**config.mk**
```make
export PLATFORM = sky130hd
export DESIGN_NAME = sdr_cpu_arbiter
export DESIGN_NICKNAME = d
export VERILOG_FILES = /design/src/rtl/m72_pkg.sv /design/src/rtl/sdr_arb_req_hold.sv /design/src/rtl/sdr_cpu_arbiter.sv
export SDC_FILE = /design/constraint.sdc
export NUM_CORES = 1
export LEC_CHECK = 0
export CAP_MARGIN = 0
export CORE_ASPECT_RATIO = 1.2
export CORE_MARGIN = 5
export CORE_UTILIZATION = 30
export DETAILED_ROUTE_END_ITERATION = 8
export PLACE_DENSITY = 0.53
export SLEW_MARGIN = 30
export SYNTH_ARGS = -nofsm -noshare
export SYNTH_HDL_FRONTEND = slang
export SYNTH_SLANG_ARGS = --single-unit
export TNS_END_PERCENT = 30
```
**constraint.sdc**
```tcl
create_clock -name CLK_96M -period 5.66 [get_ports CLK_96M]
set_input_delay 1.698 -clock CLK_96M [delete_from_list [all_inputs] [get_ports CLK_96M]]
set_output_delay 1.698 -clock CLK_96M [all_outputs]
set_load 0.05 [all_outputs]
```
**src/rtl/m72_pkg.sv**
```systemverilog
// Shared types for the SDRAM CPU-channel arbiter.
//   sdr_arb_state_t : arbiter FSM states
//   sdr_arb_port_t  : which requester owns the current access
//   sdr_arb_req_t   : one captured request (address, write data, byte enables)
package m72_pkg;
  typedef enum logic [1:0] {ARB_IDLE, ARB_ISSUE, ARB_WAIT} sdr_arb_state_t;
  typedef enum logic {ARB_PORT_A, ARB_PORT_B} sdr_arb_port_t;

  typedef struct packed {
    logic [23:0] addr;
    logic [15:0] din;
    logic [1:0]  wr_sel;
  } sdr_arb_req_t;

  // Read data returned to a requester whose access was aborted.
  localparam logic [15:0] SDR_ARB_TIMEOUT_DATA = 16'hFFFF;
endpackage

```
**src/rtl/sdr_arb_req_hold.sv**
```systemverilog
// Per-port request holding stage.
//   gclk, grst_n  : clock, async active-low reset
//   req_i         : one-cycle request pulse, req_data_i sampled with it
//   inflight_i    : this port currently owns the SDRAM access
//   gnt_i         : arbiter consumes this port's request this cycle
//   pend_o        : request available to the arbiter (includes same-cycle bypass)
//   pend_q_o      : registered pending flag
//   data_o        : request fields seen by the arbiter
//   drop_o        : request pulse rejected (already pending or in flight)
module sdr_arb_req_hold
  import m72_pkg::*;
(
  input  logic         gclk,
  input  logic         grst_n,
  input  logic         req_i,
  input  sdr_arb_req_t req_data_i,
  input  logic         inflight_i,
  input  logic         gnt_i,
  output logic         pend_o,
  output logic         pend_q_o,
  output sdr_arb_req_t data_o,
  output logic         drop_o
);
  logic         pend_q, pend_d;
  sdr_arb_req_t hold_q, hold_d;
  logic         accept;

  assign accept   = req_i & ~pend_q & ~inflight_i;
  assign drop_o   = req_i & ~accept;
  assign pend_o   = pend_q | accept;
  // A fresh pulse bypasses the holding register so IDLE can grant it at once.
  assign data_o   = pend_q ? hold_q : req_data_i;
  assign pend_q_o = pend_q;

  always_comb begin
    pend_d = pend_q;
    hold_d = hold_q;
    if (accept) begin
      pend_d = 1'b1;
      hold_d = req_data_i;
    end
    if (gnt_i) pend_d = 1'b0;
  end

  always_ff @(posedge gclk or negedge grst_n) begin
    if (!grst_n) begin
      pend_q <= 1'b0;
      hold_q <= '0;
    end else begin
      pend_q <= pend_d;
      hold_q <= hold_d;
    end
  end
endmodule

```
**src/rtl/sdr_cpu_arbiter.sv**
```systemverilog
// Two-port arbiter for the SDRAM CPU channel (CLK_96M domain).
//   Port A (main CPU) / port B (aux): x_req pulse in, x_rdy pulse out,
//     x_dout held until the next completion on that port.
//   sdr_*      : pulse-request / pulse-ready link to the SDRAM controller.
//   busy       : access in progress or any request pending.
//   timeout_err: pulse when an access is aborted for lack of sdr_rdy.
//   drop_err   : pulse (one cycle late) when a request pulse was rejected.
// A wins ties until it has been granted MAX_DEFER times in a row over a
// waiting B; then B is forced.
module sdr_cpu_arbiter
  import m72_pkg::*;
#(
  parameter int MAX_DEFER = 4,
  parameter int TIMEOUT   = 255
) (
  input  logic        CLK_96M,
  input  logic        reset_n,
  input  logic        a_req,
  input  logic [23:0] a_addr,
  input  logic [15:0] a_din,
  input  logic [1:0]  a_wr_sel,
  output logic        a_rdy,
  output logic [15:0] a_dout,
  input  logic        b_req,
  input  logic [23:0] b_addr,
  input  logic [15:0] b_din,
  input  logic [1:0]  b_wr_sel,
  output logic        b_rdy,
  output logic [15:0] b_dout,
  output logic        sdr_req,
  output logic [23:0] sdr_addr,
  output logic [15:0] sdr_din,
  output logic [1:0]  sdr_wr_sel,
  input  logic        sdr_rdy,
  input  logic [15:0] sdr_dout,
  output logic        busy,
  output logic        timeout_err,
  output logic        drop_err
);
  localparam int DW = $clog2(MAX_DEFER + 1);
  localparam int TW = (TIMEOUT > 1) ? $clog2(TIMEOUT) : 1;
  localparam logic [DW-1:0] DEFER_MAX = DW'(MAX_DEFER);
  localparam logic [TW-1:0] TMO_LAST  = TW'(TIMEOUT - 1);

  sdr_arb_state_t state_q, state_d;
  sdr_arb_port_t  gnt_q, gnt_d;
  logic [DW-1:0]  defer_q, defer_d;
  logic [TW-1:0]  tmo_q, tmo_d;
  sdr_arb_req_t   sdr_q, sdr_d;
  logic [15:0]    a_dout_q, a_dout_d, b_dout_q, b_dout_d;
  logic           a_rdy_q, a_rdy_d, b_rdy_q, b_rdy_d;
  logic           tmo_err_q, tmo_err_d, drop_q;

  logic         a_pend, b_pend, a_pend_q, b_pend_q, a_drop, b_drop, gnt_a, gnt_b;
  sdr_arb_req_t a_data, b_data;
  logic         active;

  assign active = (state_q != ARB_IDLE);

  sdr_arb_req_hold u_hold_a (
    .gclk(CLK_96M), .grst_n(reset_n), .req_i(a_req),
    .req_data_i('{addr: a_addr, din: a_din, wr_sel: a_wr_sel}),
    .inflight_i(active && gnt_q == ARB_PORT_A), .gnt_i(gnt_a),
    .pend_o(a_pend), .pend_q_o(a_pend_q), .data_o(a_data), .drop_o(a_drop)
  );

  sdr_arb_req_hold u_hold_b (
    .gclk(CLK_96M), .grst_n(reset_n), .req_i(b_req),
    .req_data_i('{addr: b_addr, din: b_din, wr_sel: b_wr_sel}),
    .inflight_i(active && gnt_q == ARB_PORT_B), .gnt_i(gnt_b),
    .pend_o(b_pend), .pend_q_o(b_pend_q), .data_o(b_data), .drop_o(b_drop)
  );

  always_comb begin
    state_d   = state_q;
    gnt_d     = gnt_q;
    defer_d   = defer_q;
    tmo_d     = tmo_q;
    sdr_d     = sdr_q;
    a_dout_d  = a_dout_q;
    b_dout_d  = b_dout_q;
    a_rdy_d   = 1'b0;
    b_rdy_d   = 1'b0;
    tmo_err_d = 1'b0;
    gnt_a     = 1'b0;
    gnt_b     = 1'b0;
    case (state_q)
      ARB_IDLE: begin
        if (a_pend && (!b_pend || defer_q != DEFER_MAX)) begin
          gnt_a   = 1'b1;
          gnt_d   = ARB_PORT_A;
          sdr_d   = a_data;
          // Count A grants that bypassed a waiting B; saturate at the limit.
          defer_d = !b_pend ? '0 : (defer_q == DEFER_MAX) ? defer_q : defer_q + DW'(1);
          state_d = ARB_ISSUE;
        end else if (b_pend) begin
          gnt_b   = 1'b1;
          gnt_d   = ARB_PORT_B;
          sdr_d   = b_data;
          defer_d = '0;
          state_d = ARB_ISSUE;
        end
      end
      ARB_ISSUE: begin
        tmo_d   = '0;
        state_d = ARB_WAIT;
      end
      ARB_WAIT: begin
        if (sdr_rdy) begin
          if (gnt_q == ARB_PORT_A) begin a_dout_d = sdr_dout; a_rdy_d = 1'b1; end
          else                     begin b_dout_d = sdr_dout; b_rdy_d = 1'b1; end
          state_d = ARB_IDLE;
        end else if (TIMEOUT != 0 && tmo_q == TMO_LAST) begin
          if (gnt_q == ARB_PORT_A) begin a_dout_d = SDR_ARB_TIMEOUT_DATA; a_rdy_d = 1'b1; end
          else                     begin b_dout_d = SDR_ARB_TIMEOUT_DATA; b_rdy_d = 1'b1; end
          tmo_err_d = 1'b1;
          state_d   = ARB_IDLE;
        end else begin
          tmo_d = tmo_q + TW'(1);
        end
      end
      default: state_d = ARB_IDLE;
    endcase
  end

  always_ff @(posedge CLK_96M or negedge reset_n) begin
    if (!reset_n) begin
      state_q   <= ARB_IDLE;
      gnt_q     <= ARB_PORT_A;
      defer_q   <= '0;
      tmo_q     <= '0;
      sdr_q     <= '0;
      a_dout_q  <= '0;
      b_dout_q  <= '0;
      a_rdy_q   <= 1'b0;
      b_rdy_q   <= 1'b0;
      tmo_err_q <= 1'b0;
      drop_q    <= 1'b0;
    end else begin
      state_q   <= state_d;
      gnt_q     <= gnt_d;
      defer_q   <= defer_d;
      tmo_q     <= tmo_d;
      sdr_q     <= sdr_d;
      a_dout_q  <= a_dout_d;
      b_dout_q  <= b_dout_d;
      a_rdy_q   <= a_rdy_d;
      b_rdy_q   <= b_rdy_d;
      tmo_err_q <= tmo_err_d;
      drop_q    <= a_drop | b_drop;
    end
  end

  assign sdr_req     = (state_q == ARB_ISSUE);
  assign sdr_addr    = sdr_q.addr;
  assign sdr_din     = sdr_q.din;
  assign sdr_wr_sel  = sdr_q.wr_sel;
  assign a_rdy       = a_rdy_q;
  assign b_rdy       = b_rdy_q;
  assign a_dout      = a_dout_q;
  assign b_dout      = b_dout_q;
  assign busy        = active | a_pend_q | b_pend_q;
  assign timeout_err = tmo_err_q;
  assign drop_err    = drop_q;
endmodule

```
Word-level counts from Yosys, hierarchy flattened
Index checks and enable logic that the tools add are counted.
Widths: inputs -> output; s select.
{"block": "totals", "ff_bits": 178, "inputBits": 105, "word_cells": 115}
{"block": "classes", "add_sub_neg": 2, "n_eq_ne": 10, "mux": 46, "n_bitwise": 18, "n_reduce_logical": 18}
{"operator": "$mux 42", "n": 4}
{"operator": "$mux 16", "n": 8}
{"operator": "$mux 1", "n": 22}
{"operator": "$mux 8", "n": 2}
{"operator": "$pmux 8 s2", "n": 1}
{"operator": "$mux 3", "n": 4}
{"operator": "$ne 3x3->1 const B", "n": 4}
{"operator": "$reduce_and 3->1", "n": 4}
{"operator": "$reduce_bool 2->1", "n": 6}
{"operator": "$add 8x1->8 const B", "n": 1}
{"operator": "$eq 8x8->1 const B", "n": 1}
{"operator": "$mux 2", "n": 4}
{"operator": "$not 1->1", "n": 7}
{"operator": "$and 1x1->1", "n": 6}
{"operator": "$pmux 2 s3", "n": 1}
{"operator": "$or 1x1->1", "n": 5}
{"operator": "$ne 2x2->1 const B", "n": 2}
{"operator": "$reduce_and 2->1", "n": 2}
{"operator": "$add 3x1->3 const B", "n": 1}
{"operator": "$eq 3x3->1 const B", "n": 1}
{"operator": "$logic_and 1x1->1", "n": 3}
{"operator": "$eq 2x1->1 const B", "n": 1}
{"operator": "$eq 2x2->1 const B", "n": 1}
{"operator": "$logic_not 2->1", "n": 1}
{"operator": "2 further kinds", "n": 2}

Depth between registers and ports, before layout
Gate-level depths: netlist (run 1).
{"block": "depth", "word_depth": 11, "depth_mapped": 9, "depth_no_buf": 6}

Cells and area by module
Synthesis (run 1) repeated with hierarchy kept, for this count alone.
{"block": "unflattened", "cells_unflattened": 642, "area_unflattened_um2": 8381.8}
{"mod": "sdr_arb_req_hold", "n_inst": 2, "cells_each": 142, "area_each_um2": 2180.8, "seq_area_each_um2": 1076.0}
{"mod": "sdr_cpu_arbiter", "n_inst": 1, "cells_each": 358, "area_each_um2": 4020.1, "seq_area_each_um2": 2302.2}

Worst setup path after synthesis (run 1)
Ideal clock, no wire load.
{"block": "synth_timing", "kind": "register to output", "startpoint": "register u_hold_a.pend_q (netlist: u_hold_a.pend_q_o)", "endpoint": "output port busy", "arrival_ps": 1392, "required_ps": 3962, "path_slack_ps": 2570, "stages_incl_launch_ff": 4, "path_cell_list": "dfrtp_1 buf_2 buf_2 or3b_1"}
{"block": "synth_via", "elab_chain_cells": 2}
{"item": "start, declared", "line_no": "sdr_arb_req_hold.sv:24", "source": "logic pend_q, pend_d;"}
{"item": "start signal, assigned", "line_no": "sdr_arb_req_hold.sv:50", "source": "pend_q <= pend_d;"}
{"item": "$or 1x1->1 (2 in series)", "line_no": "sdr_cpu_arbiter.sv:162", "source": "assign busy = active | a_pend_q | b_pend_q;"}
{"item": "end, declared", "line_no": "sdr_cpu_arbiter.sv:36", "source": "output logic busy,"}
No other way between the ends.

Worst setup path in the final report (run 1)
Ends and elaborated chain as after synthesis.

==> results.py, run 1 <==
metrics = {
    "cts": {
        "cts_hold_buffers": 0,
        "clock_latency_ps": 430,
        "cts-resized-gates": 0,
        "cts_tree": "yes",
        "clock_path_buffers": 2,
        "clock-root-buffer": "clkbuf_16",
        "numCtsBuffers": 17,
        "cts.sinks": 178,
        "htreeDepth": 4,
        "postCtsSetupBuffers": 0,
        "path_clk_slew_ps": 70,
    },
    "grt": {
        "grt_use_met1_pct": 18.2,
        "grt_pass1_wl_um": 34900,
        "grt_util_all_layers_pct": 14.1,
        "use_met2_pct": 23.0,
        "grt.busiest_layer": "met2",
        "grt_antenna_before_repair": 2,
        "grt.met3_usage_pct": 4.19,
        "grt_max_degree": 130,
        "grt-ovfl-total": 0,
        "grt_pass1_vias": 6192,
    },
    "final_layout": {
        "antenna_cells": 0,
        "fin_nets": 954,
        "drive_above_1_share_pct": 5.61,
        "fill_cells": 2688,
        "multi_input_area_mm2": 0.00356,
        "regArea_mm2": 0.00446,
        "syn_to_final_growth_pct": 33.2,
        "final_util_pct": 40.1,
    },
    "placed_design": {
        "place.gp.congestion": 0.768,
        "portBuffers": 184,
        "dp_hpwl_um": 14300,
        "post-place-ws_ps": 1540,
    },
    "sta": {
        "finalHoldViolations": 0,
        "min_period_over_period_pct": 74.7,
        "finClkSkew_ps": 15.5,
        "max_freq_ghz": 0.236,
        "worst_pin_slew_ps": 908,
        "rsz0062_at_grt": "no",
        "finalCriticalPeriod_ps": 4230,
        "hold_slack_ps": 485,
        "tns_ps": 0,
        "slew_viol_final": 0,
        "slew_headroom_pct": 39.4,
        "finalSetupViolCount": 0,
        "worst_slack_ps": 1430,
    },
    "synth": {
        "synth.yosys.warnings": 0,
        "avgSynthCellArea_um2": 12.1,
        "yosys.area_share.simple_pct": 7.03,
        "yosysSeqAreaShare_pct": 53.3,
        "synth_top_family_by_area": "multiplexers",
        "synthArstFlopShare_pct": 100,
        "yosys.area.top_type": "dfrtp_1",
        "synth_cells": 689,
        "muxShareOfSynthArea_pct": 21.5,
        "synth_compound_area_share_pct": 12.7,
        "synthFlopType": "dfrtp_1",
        "synth_enable_flop_cells": 0,
        "yosysUniqueCellTypes": 50,
        "synth_most_common_cell": "dfrtp_1",
        "syn-num-nets": 801,
        "synth_area_leaders": "dfrtp_1, mux2_1, mux2i_1, a221o_1, nor3_1",
        "synth-xor-area-share_pct": 0,
        "synthAdderAreaFrac_pct": 1.05,
        "ys_top_cells_by_count": "dfrtp_1, mux2_1, mux2i_1",
        "synth_seq_cells": 178,
        "syn_area_mm2": 0.00836,
        "synth.top_cell.area_share_pct": 53.3,
    },
    "worst_setup_path": {
        "cp_data_required_time_ps": 3960,
        "reg2reg_to": "sdr_addr[17]$_DFFE_PN0P_",
        "startpoint": "u_hold_a.pend_q_o$_DFFE_PN0P_",
        "crit-reg2reg-launch": "u_hold_b.pend_q_o$_DFFE_PN0P_",
        "path_max_fanout": 49,
        "critical_path_class": "flip-flop to output port",
        "critPathLaunchType": "flip-flop",
        "arrival_ps": 2530,
        "cp-end-kind": "output port",
        "reg2reg_slack_ps": 2740,
        "reg2regPathDepth": 5,
    },
    "outcome": {
        "outcome": "completed",
    },
    "worst_hold_path": {
        "hold_class": "flip-flop to flip-flop",
        "worstHoldPathCells": 1,
        "whs_endpoint": "u_hold_a.hold_q[1]$_DFFE_PN0P_",
        "worstHoldStart": "u_hold_a.hold_q[1]$_DFFE_PN0P_",
    },
    "floorplan": {
        "start_util_pct": 30.1,
        "coreArea_mm2": 0.0277,
        "num_rows": 67,
        "die_h_um": 193,
        "die_area_mm2": 0.0313,
        "die_w_um": 162,
        "pin_count": 185,
    },
    "route": {
        "first_pass_iters": 4,
        "drt-vias-per-instance": 4.89,
        "drt_wl_total_um": 21900,
        "drt_iter0_drc": 291,
        "vias": 6032,
        "drc_errors": 0,
        "wl_per_cell_um": 17.8,
        "ant_nets": 0,
    },
    "job": {
        "drv_cap": 0,
    },
    "power_and_ir_drop": {
        "p_leak_nw": 4.69,
        "p_per_area_mw_per_mm2": 632,
        "vdd_drop_max_mv": 0.358,
    },
}
-- layout by cell type (no fill, tap or decap), drive strengths merged, types with 4 or more instances in the layout --
cell           count
nor3              42
nand3              4
dfrtp            178
nand2             14
a21oi             24
mux2i             84
ha                 7
a221o             42
buf                7
nor2              49
o21ai              4
clkbuf            20
clkdlybuf4s50    183
o32a              16
clkinv             6
mux2              85
inv               33
a31oi             16
-- stage by stage --
| step | area, µm² | power [mW] | std cells |
|---|---|---|---|
| floorplan | 8360 | 4.82 | 689 |
| detailed placement | 10500 | 5.94 | 1202 |
| finish | 11100 | 7.04 | 1234 |
| global route | 11100 | 7.51 | 1234 |
| CTS | 11100 | 7.16 | 1234 |
| global placement | 10500 | 5.88 | 1202 |
-- cell type report --
| type | instances | share of cell area (%) |
|---|---|---|
| Clock inverter | 13 | 1.27 |
| Timing Repair Buffer | 191 | 17.5 |
| Multi-Input combinational cell | 428 | 32.0 |
| Clock buffer | 19 | 4.07 |
| Sequential cell | 178 | 40.1 |
| Tap cell | 379 | 4.26 |
| Inverter | 26 | 0.876 |
-- report_power, final --
part | switching (mW) | total (mW) | internal, mW
clock network | 0.576 | 1.19 | 0.615
registers | 0.491 | 2.38 | 1.89
logic | 2.03 | 3.47 | 1.44
total | 3.09 | 7.04 | 3.95
-- state kept, by name (all words and copies together), names as in the netlist, 2 cells and up --
register / cells
u_hold_a.hold_q: 42
u_hold_b.hold_q: 42
sdr_addr: 24
a_dout: 16
b_dout: 16
sdr_din: 16
tmo_q: 8
defer_q: 3
sdr_wr_sel: 2
state_q: 2
-- cell families after synthesis --
group,count (synthesis)
simple gates,125
flops,178
compound gates,127
buf+inv,83
fa+ha+maj,7
mux,169
-- critical path, stage by stage, from the launching register on --
cell	delay (ps)
dfrtp_4	1030
or3b_1	220
clkdlybuf4s50_1	850
-- worst max path at each step --
stage	to	slack (ps)	depth (start not counted)
after floorplan	busy	2570	3
after global placement	sdr_addr[21]$_DFFE_PN0P_	1590	6
after detailed placement	sdr_addr[17]$_DFFE_PN0P_	1540	6
after CTS	busy	1360	2
after global routing	busy	1300	2
final	busy	1430	2
-- layer usage --
| metal | wire (µm) | vias up |
|---|---|---|
| met3 | 1540 | 20 |
| li1 | - | 2869 |
| met2 | 10300 | 148 |
| met5 | 30 | - |
| met4 | 271 | 4 |
| met1 | 9750 | 2991 |
(Power assumes the default switching activity.)
==> run 2: changes to the inputs <==
==> constraint.sdc (replaced) <==
create_clock -name CLK_96M -period 4.3 [get_ports CLK_96M]
set_input_delay 1.29 -clock CLK_96M [delete_from_list [all_inputs] [get_ports CLK_96M]]
set_output_delay 1.29 -clock CLK_96M [all_outputs]
set_load 0.05 [all_outputs]
==> run 2 against run 1 <==
Net effect:
- count of clock-buffer cells in the layout up 2
- register-to-register slack worse by 1200 ps
- sequential power up 22%
- cell count up 0.41%
- first-iteration DRC count down 23%
- critical endpoint unchanged
==> results.py, run 2 (synthesis gave the netlist of run 1 again) <==
metrics = {
    "sta": {
        "slew_headroom_pct": 40.9,
        "finalCriticalPeriod_ps": 3750,
        "min_period_over_period_pct": 87.3,
        "tns_ps": 0,
        "worst_slack_ps": 547,
        "finalSetupViolCount": 0,
        "hold_slack_ps": 484,
        "max_freq_ghz": 0.266,
        "slew_viol_final": 0,
        "worst_pin_slew_ps": 886,
        "finClkSkew_ps": 11.7,
        "finalHoldViolations": 0,
        "rsz0062_at_grt": "no",
    },
    "final_layout": {
        "final_common_cell": "clkdlybuf4s50_1",
        "fill_cells": 2699,
        "fin_area_mm2": 0.0112,
        "final_util_pct": 40.4,
        "syn_to_final_growth_pct": 33.9,
        "fin_nets": 962,
        "antenna_cells": 0,
        "final_cell_mix": "clkdlybuf4s50_1, dfrtp_1, mux2_1, mux2i_1, nor2_1",
        "drive_above_1_share_pct": 5.93,
        "layoutNonFillerInstCount": 1239,
    },
    "grt": {
        "grt.met3_usage_pct": 4.61,
        "grt_pass1_wl_um": 34600,
        "grt.busiest_layer": "met2",
        "grt_max_degree": 76,
        "use_met2_pct": 22.4,
        "grt_util_all_layers_pct": 13.9,
        "grt-ovfl-total": 0,
        "grt_pass1_vias": 6192,
        "grt_use_met1_pct": 18.4,
        "grt_antenna_before_repair": 0,
    },
    "floorplan": {
        "die_area_mm2": 0.0313,
        "num_rows": 67,
        "die_w_um": 162,
        "coreArea_mm2": 0.0277,
        "die_h_um": 193,
        "pin_count": 185,
        "start_util_pct": 30.1,
    },
    "route": {
        "drt_iter0_drc": 224,
        "first_pass_iters": 4,
        "ant_nets": 0,
        "drc_errors": 0,
        "vias": 6071,
        "wl_per_cell_um": 17.4,
        "drt_wl_total_um": 21500,
        "drt-vias-per-instance": 4.90,
    },
    "cts": {
        "cts_tree": "yes",
        "postCtsSetupBuffers": 0,
        "htreeDepth": 4,
        "clock_latency_ps": 420,
        "clock-root-buffer": "clkbuf_16",
        "path_clk_slew_ps": 70,
        "numCtsBuffers": 17,
        "cts.sinks": 178,
        "cts_hold_buffers": 0,
        "clock_path_buffers": 2,
        "cts-resized-gates": 0,
    },
    "job": {
        "drv_cap": 0,
    },
    "power_and_ir_drop": {
        "pwr-share-clk_pct": 17.1,
        "power_switching_share_pct": 42.5,
        "switching_power_mw": 3.96,
        "vdd_drop_max_mv": 0.405,
        "pwr-share-comb_pct": 51.7,
        "p_per_area_mw_per_mm2": 832,
        "p_total_mw": 9.32,
        "p_seq_share_pct": 31.2,
        "internal-power_mw": 5.36,
        "p_leak_nw": 4.71,
    },
    "placed_design": {
        "post-place-ws_ps": 867,
        "place_area_mm2": 0.0106,
        "dp_hpwl_um": 14500,
        "place.gp.congestion": 0.747,
        "portBuffers": 184,
        "place_inst": 1210,
    },
    "worst_setup_path": {
        "critical_path_class": "flip-flop to output port",
        "cp_data_required_time_ps": 3010,
        "cp-end-kind": "output port",
        "path_max_fanout": 11,
        "critPathLaunchType": "flip-flop",
        "arrival_ps": 2460,
    },
    "outcome": {
        "outcome": "completed",
    },
    "worst_hold_path": {
        "hold_class": "flip-flop to flip-flop",
    },
}
[run 2: layer usage]
layer / up-vias / wire (µm)
li1: 2888 / -
met1: 3018 / 9820
met2: 157 / 10100
met3: 8 / 1510
met4: 0 / 151
met5: - / 0
[run 2: final timing paths]
| path | end | depth (start not counted) | slack (ps) | startpoint |
|---|---|---|---|---|
| worst max-delay path | busy | 4 | 550 | state_q[0]$_DFFE_PN0P_ |
| worst min-delay path | u_hold_a.hold_q[29]$_DFFE_PN0P_ | 1 | 480 | u_hold_a.hold_q[29]$_DFFE_PN0P_ |
| worst max register to register | sdr_din[8]$_DFFE_PN0P_ | 6 | 1570 | u_hold_b.pend_q_o$_DFFE_PN0P_ |
| worst min register to register | u_hold_a.hold_q[29]$_DFFE_PN0P_ | 1 | 480 | u_hold_a.hold_q[29]$_DFFE_PN0P_ |
| max in group asynchronous | a_dout[9]$_DFFE_PN0P_ | 2 | 2650 | reset_n |
| min in group asynchronous | u_hold_b.hold_q[18]$_DFFE_PN0P_ | 1 | 870 | reset_n |
[run 2: area by class of cell]
| class | count | area [µm²] | area share [%] |
|---|---|---|---|
| inverter | 26 | 97.6 | 0.871 |
| clock buffer | 21 | 460 | 4.11 |
| tap | 379 | 474 | 4.23 |
| timing repair buffer | 199 | 2010 | 17.9 |
| multi-input combinational | 428 | 3570 | 31.9 |
| sequential | 178 | 4460 | 39.8 |
| clock inverter | 8 | 131 | 1.17 |
[run 2: critical path, stage by stage (launching register included)]
cell             delay [ps]
dfrtp_1                 390
inv_1                   100
ha_1                    420
or3b_1                  400
clkdlybuf4s50_1         740
[run 2: power by group through the flow]
stage	Sequential [mW]	Clock [mW]	Combinational (mW)
finish	2.91	1.59	4.82
global route	3.02	1.73	5.20
CTS	2.92	1.65	4.91
detailed placement	2.94	0	4.91
global placement	2.92	0	4.85
floorplan	4.06	0	2.29
